===== src/rtl/puf_challenge_ctrl.sv =====
// Arbiter-PUF challenge controller: LFSR challenges, launch/settle/sample sequencing,
// and packing of synchronised response bits into a word on a valid/ready port.
module puf_challenge_ctrl #(
    parameter int            N             = 128,
    parameter int            RESP_BITS     = 32,
    parameter int            SETTLE_CYCLES = 4,
    parameter logic [N-1:0]  SEED          = {{(N-1){1'b0}}, 1'b1}
) (
    input  logic                 clk,
    input  logic                 reset_n,
    input  logic                 start,
    input  logic                 seed_load,
    input  logic [N-1:0]         seed,
    output logic                 busy,
    output logic [N-1:0]         puf_sel,
    output logic                 puf_in,
    output logic                 puf_reset,
    input  logic                 puf_out,
    output logic [RESP_BITS-1:0] resp_data,
    output logic                 resp_valid,
    input  logic                 resp_ready,
    output logic [2:0]           state_dbg
);

    // Response handshake: resp_data is held stable while resp_valid is high; the word
    // is consumed on a clock edge where resp_valid && resp_ready, after which
    // resp_valid is low on the following cycle.

    localparam int BW = (RESP_BITS > 1) ? $clog2(RESP_BITS) : 1;
    localparam int SW = (SETTLE_CYCLES > 1) ? $clog2(SETTLE_CYCLES) : 1;
    localparam logic [BW-1:0] LAST_BIT    = BW'(RESP_BITS - 1);
    localparam logic [SW-1:0] SETTLE_INIT = SW'(SETTLE_CYCLES - 1);
    localparam logic [N-1:0]  ONE         = {{(N-1){1'b0}}, 1'b1};
    localparam logic [N-1:0]  SEED_EFF    = (SEED == '0) ? ONE : SEED;

    typedef enum logic [2:0] {
        S_IDLE   = 3'd0,
        S_CLEAR  = 3'd1,
        S_LAUNCH = 3'd2,
        S_SETTLE = 3'd3,
        S_SAMPLE = 3'd4,
        S_DONE   = 3'd5
    } state_t;

    state_t                 state, next_state;
    logic [N-1:0]           lfsr;
    logic [1:0]             sync_q;
    logic [BW-1:0]          bit_cnt;
    logic [SW-1:0]          settle_cnt;
    logic [RESP_BITS-1:0]   resp_shift;
    logic                   launch_d;
    logic                   fb;

    assign fb        = lfsr[N-1] ^ lfsr[6] ^ lfsr[1] ^ lfsr[0];
    assign puf_sel   = lfsr;
    assign busy      = (state != S_IDLE);
    assign state_dbg = state;

    always_comb begin
        next_state = state;
        launch_d   = 1'b0;
        case (state)
            S_IDLE:   if (start) next_state = S_CLEAR;
            S_CLEAR:  next_state = S_LAUNCH;
            S_LAUNCH: next_state = S_SETTLE;
            S_SETTLE: if (settle_cnt == '0) next_state = S_SAMPLE;
            S_SAMPLE: next_state = (bit_cnt == LAST_BIT) ? S_DONE : S_CLEAR;
            S_DONE:   if (resp_valid && resp_ready) next_state = S_IDLE;
            default:  next_state = S_IDLE;
        endcase
        // Chain input stays high from launch through sample so the arbiter holds its decision.
        if (next_state == S_LAUNCH || next_state == S_SETTLE || next_state == S_SAMPLE)
            launch_d = 1'b1;
    end

    always_ff @(posedge clk or negedge reset_n) begin
        if (!reset_n) begin
            state      <= S_IDLE;
            lfsr       <= SEED_EFF;
            sync_q     <= '0;
            bit_cnt    <= '0;
            settle_cnt <= '0;
            resp_shift <= '0;
            resp_data  <= '0;
            resp_valid <= 1'b0;
            puf_in     <= 1'b0;
            puf_reset  <= 1'b1;
        end else begin
            state     <= next_state;
            sync_q    <= {sync_q[0], puf_out};
            puf_in    <= launch_d;
            puf_reset <= ~launch_d;
            case (state)
                S_IDLE: begin
                    if (seed_load) lfsr <= (seed == '0) ? ONE : seed;
                    if (start) bit_cnt <= '0;
                end
                S_LAUNCH: settle_cnt <= SETTLE_INIT;
                S_SETTLE: if (settle_cnt != '0) settle_cnt <= settle_cnt - 1'b1;
                S_SAMPLE: begin
                    resp_shift <= {resp_shift[RESP_BITS-2:0], sync_q[1]};
                    lfsr       <= {lfsr[N-2:0], fb};
                    bit_cnt    <= bit_cnt + 1'b1;
                end
                S_DONE: begin
                    if (resp_valid && resp_ready) begin
                        resp_valid <= 1'b0;
                    end else if (!resp_valid) begin
                        resp_valid <= 1'b1;
                        resp_data  <= resp_shift;
                    end
                end
                default: ;
            endcase
        end
    end

endmodule


===== config.mk =====
export PLATFORM = sky130hd
export DESIGN_NAME = puf_challenge_ctrl
export DESIGN_NICKNAME = d
export VERILOG_FILES = /design/src/rtl/puf_challenge_ctrl.sv
export SDC_FILE = /design/constraint.sdc
export NUM_CORES = 1
export LEC_CHECK = 0
export CAP_MARGIN = 20
export CORE_ASPECT_RATIO = 0.8
export CORE_MARGIN = 8
export CORE_UTILIZATION = 40
export DETAILED_ROUTE_END_ITERATION = 8
export PLACE_DENSITY = 0.71
export SLEW_MARGIN = 5
export SYNTH_ARGS = -nofsm -noshare
export SYNTH_HDL_FRONTEND = slang
export SYNTH_SLANG_ARGS = --single-unit

===== constraint.sdc =====
create_clock -name clk -period 5.2 [get_ports clk]
set_clock_uncertainty 0.2 [all_clocks]
set_input_delay 0.52 -clock clk [delete_from_list [all_inputs] [get_ports clk]]
set_output_delay 0.52 -clock clk [all_outputs]
set_load 0.02 [all_outputs]

==> flow_summary_export.csv <==
group,metric,value,unit
run,maxCapViolCount,0,
timing,max_freq,374,MHz
floorplanning,ioPinCount,301,
placement,port_buffers,300,
final_layout,n_antenna_cell,0,
timing,hold_ws,0.152,ns
final_layout,final-seq-area,5180,µm²
detailed_routing,via_per_inst,5.04,
critical_path,ff2ff_setup_slack,2.64,ns
detailed_routing,dr.pass1.iters,4,
logic_synthesis,synth_top_area_share,55.9,%
global_routing,track_usage,19.0,%
clock_tree,cts.sinks,207,
logic_synthesis,syn_nets,1000,
floorplanning,rows,49,
clock_tree,clk_pin_slew,0.06,ns
floorplanning,die-height,151,µm
placement,dp_hpwl,20000,µm
critical_path,crit_type,"reg2out",
global_routing,grt_pass1_vias,7527,
timing,finalMaxSlewViolations,0,
floorplanning,die_w,185,µm
detailed_routing,avgRoutedWirePerCell,18.6,µm
timing,finalSetupViolCount,0,
detailed_routing,vias,7394,
critical_path,cp-end-kind,"output pin",
min_path,hold_depth,0,
critical_path,worstSetupStartpointType,"register",
timing,slew-limit-headroom,25.8,%
placement,gp_congestion,0.827,
clock_tree,cts_setup_buffers,0,
floorplanning,core_area,22500,µm²
timing,fin_crit,2.67,ns
logic_synthesis,yosysSeqAreaShare,56.5,%
min_path,min_from,"sync_q[0]",
clock_tree,cts_buffer_depth,3,
logic_synthesis,ys_seq_elements,207,
logic_synthesis,synth_area,9180,µm²
timing,hold_viol_final,0,
logic_synthesis,synth.area.top_cells,"dfrtp_1 56%, mux2i_1 14%, nand2_1 9.4%",
floorplanning,start_util,40.8,%
clock_tree,cts-htree-levels,1,
global_routing,antenna_found_initial,0,
clock_tree,cts_tree,"yes",
logic_synthesis,syn_inst,863,
timing,fin_crit_sh,51.4,%
status,status,"complete, no violations",
logic_synthesis,yosysTopAreaCell,"dfrtp_1",
min_path,hp-class,"reg2reg",
logic_synthesis,yosysUniqueCellTypes,34,
critical_path,r2r_cells,4,
timing,fin_tns_setup,0,ns
critical_path,cp_max_fo,9,
critical_path,crit_arrival,1.95,ns
global_routing,grt.overflow.total,0,
critical_path,r2r_end,"puf_sel[120]",
final_layout,layout.nets,1280,
power,peakVddDrop,0.304,mV
clock_tree,clockRootBuffer,"clkbuf_16",
final_layout,final_layout_size_suffix_gt1_share,7.84,%
detailed_routing,ant_nets,0,
power,p_leak,0.00560,µW
final_layout,final_common_cell,"clkdlybuf4s50_1",
power,power.density,529,nW/µm²
detailed_routing,drt_wl_total,27300,µm
logic_synthesis,avgSynthCellArea,10.6,µm²
clock_tree,cts_buffers,23,
critical_path,rr_startpoint,"state_dbg[2]",
floorplanning,die_area,28100,µm²
final_layout,syn2layout_area_growth,43.6,%
clock_tree,clock_latency,0.50,ns
final_layout,multi_input_area,3690,µm²
global_routing,grt_pass1_wl,42200,µm
critical_path,required,4.48,ns
min_path,min_to,"sync_q[1]",
final_layout,fillCellCount,1968,
timing,rsz0062_at_grt,"false",
detailed_routing,drc_errors,0,
global_routing,grt_max_degree,116,
timing,worstMarginPinSlew,1.11,ns
logic_synthesis,ys_warn_count,0,
final_layout,final_cell_mix,"299 x clkdlybuf4s50_1, 230 x nand2_1, 205 x dfrtp_1",
detailed_routing,drtIter0Drc,390,
==> critical path, cell delays in order, from the launching register on <==
cell	delay, ns
dfrtp_1	0.50
or3_1	0.40
clkdlybuf4s50_1	0.54
==> stage by stage <==
stage	worst slack (ns)	cell area, µm²	instances	total power, µW	utilization, %
CTS	2.50	13200	1466	7060	58.6
global placement	2.12	12400	1423	5330	55.1
floorplan	3.29	9180	863	3820	-
global route	2.46	13200	1466	7370	58.6
detailed placement	2.17	12400	1423	5370	55.1
finish	2.53	13200	1466	6980	58.6
==> synthesized netlist by cell type <==
library cell and n:
ha_1 3, a21o_1 1, a32oi_1 1, nor2b_1 2, buf_2 23, or2_2 1, o21ai_2 1, clkbuf_1 14
nand4_1 9, mux2_2 32, buf_4 15, mux2i_1 127, xnor2_1 2, a221oi_1 1, o21ai_1 109, a2111oi_0 1
dfrtp_1 205, nor3b_2 1, nand3_1 1, inv_1 4, nor4_1 34, nor2_1 3, or3b_2 2, or3_1 1
nand3b_1 1, and3_1 1, nand2_1 230, nor2_2 1, a31oi_1 3, buf_6 2, a22o_1 3, dfstp_2 2
a21oi_1 2, o21ai_0 25
==> layer usage <==
metal	GRT usage [%]	part of all wire (%)	up-vias
li1	-	-	3567
met1	25.9	46	3552
met2	28.9	43	233
met3	5.82	8.7	42
met4	4.99	2.3	0
met5	0	0	-
==> state kept, by name, indices dropped and copies added, names as in the netlist <==
signal and flops:
sync_q 2, puf_in 1, state_dbg 3, resp_data 32
puf_sel 128, settle_cnt 2, resp_valid 1, bit_cnt 5
puf_reset 1, resp_shift 32
==> worst max-delay path by stage <==
stage	from	to	slack [ns]	cells past startpoint
finish	state_dbg[2]	busy	2.53	2
global route	state_dbg[0]	busy	2.46	2
CTS	state_dbg[0]	busy	2.50	2
detailed placement	seed[2]	puf_sel[0]	2.17	6
global placement	seed[2]	puf_sel[0]	2.12	6
floorplan	state_dbg[0]	resp_data[10]	3.29	5
==> final cells by class <==
cell class | instances | area share (%)
clock inverters | 16 | 1.31
inverters | 4 | 0.114
multi-input cells | 598 | 28.0
well taps | 306 | 2.90
repair buffers | 309 | 23.7
flip-flops and latches | 207 | 39.3
clock buffers | 26 | 4.60
==> cells by family (layout without fill, tap and decap cells) <==
family | count (synthesis) | count (layout) | share of synthesized area [%]
multiplexers | 159 | 159 | 17.8
buffers and inverters | 58 | 355 | 3.46
flip-flops | 207 | 207 | 56.5
AND/OR/NAND/NOR | 287 | 287 | 13.3
AO/OA/AOI/OAI | 147 | 147 | 8.37
adder cells (fa/ha/maj) | 3 | 3 | 0.409
XOR/XNOR | 2 | 2 | 0.191
==> power breakdown <==
group          switching [µW]  internal, µW  total [µW]
combinational            1380          1260        2640
clock                     663           994        1660
sequential                515          2160        2680
total                    2560          4420        6980
==> repair_timing <==
action | CTS | global route
resized for setup | 0 | 0
hold buffers | 1 | 0
setup endpoints to repair | 0 | 0
endpoints found under the hold margin | 13 | 0
Power figures use the tool's default switching activity.
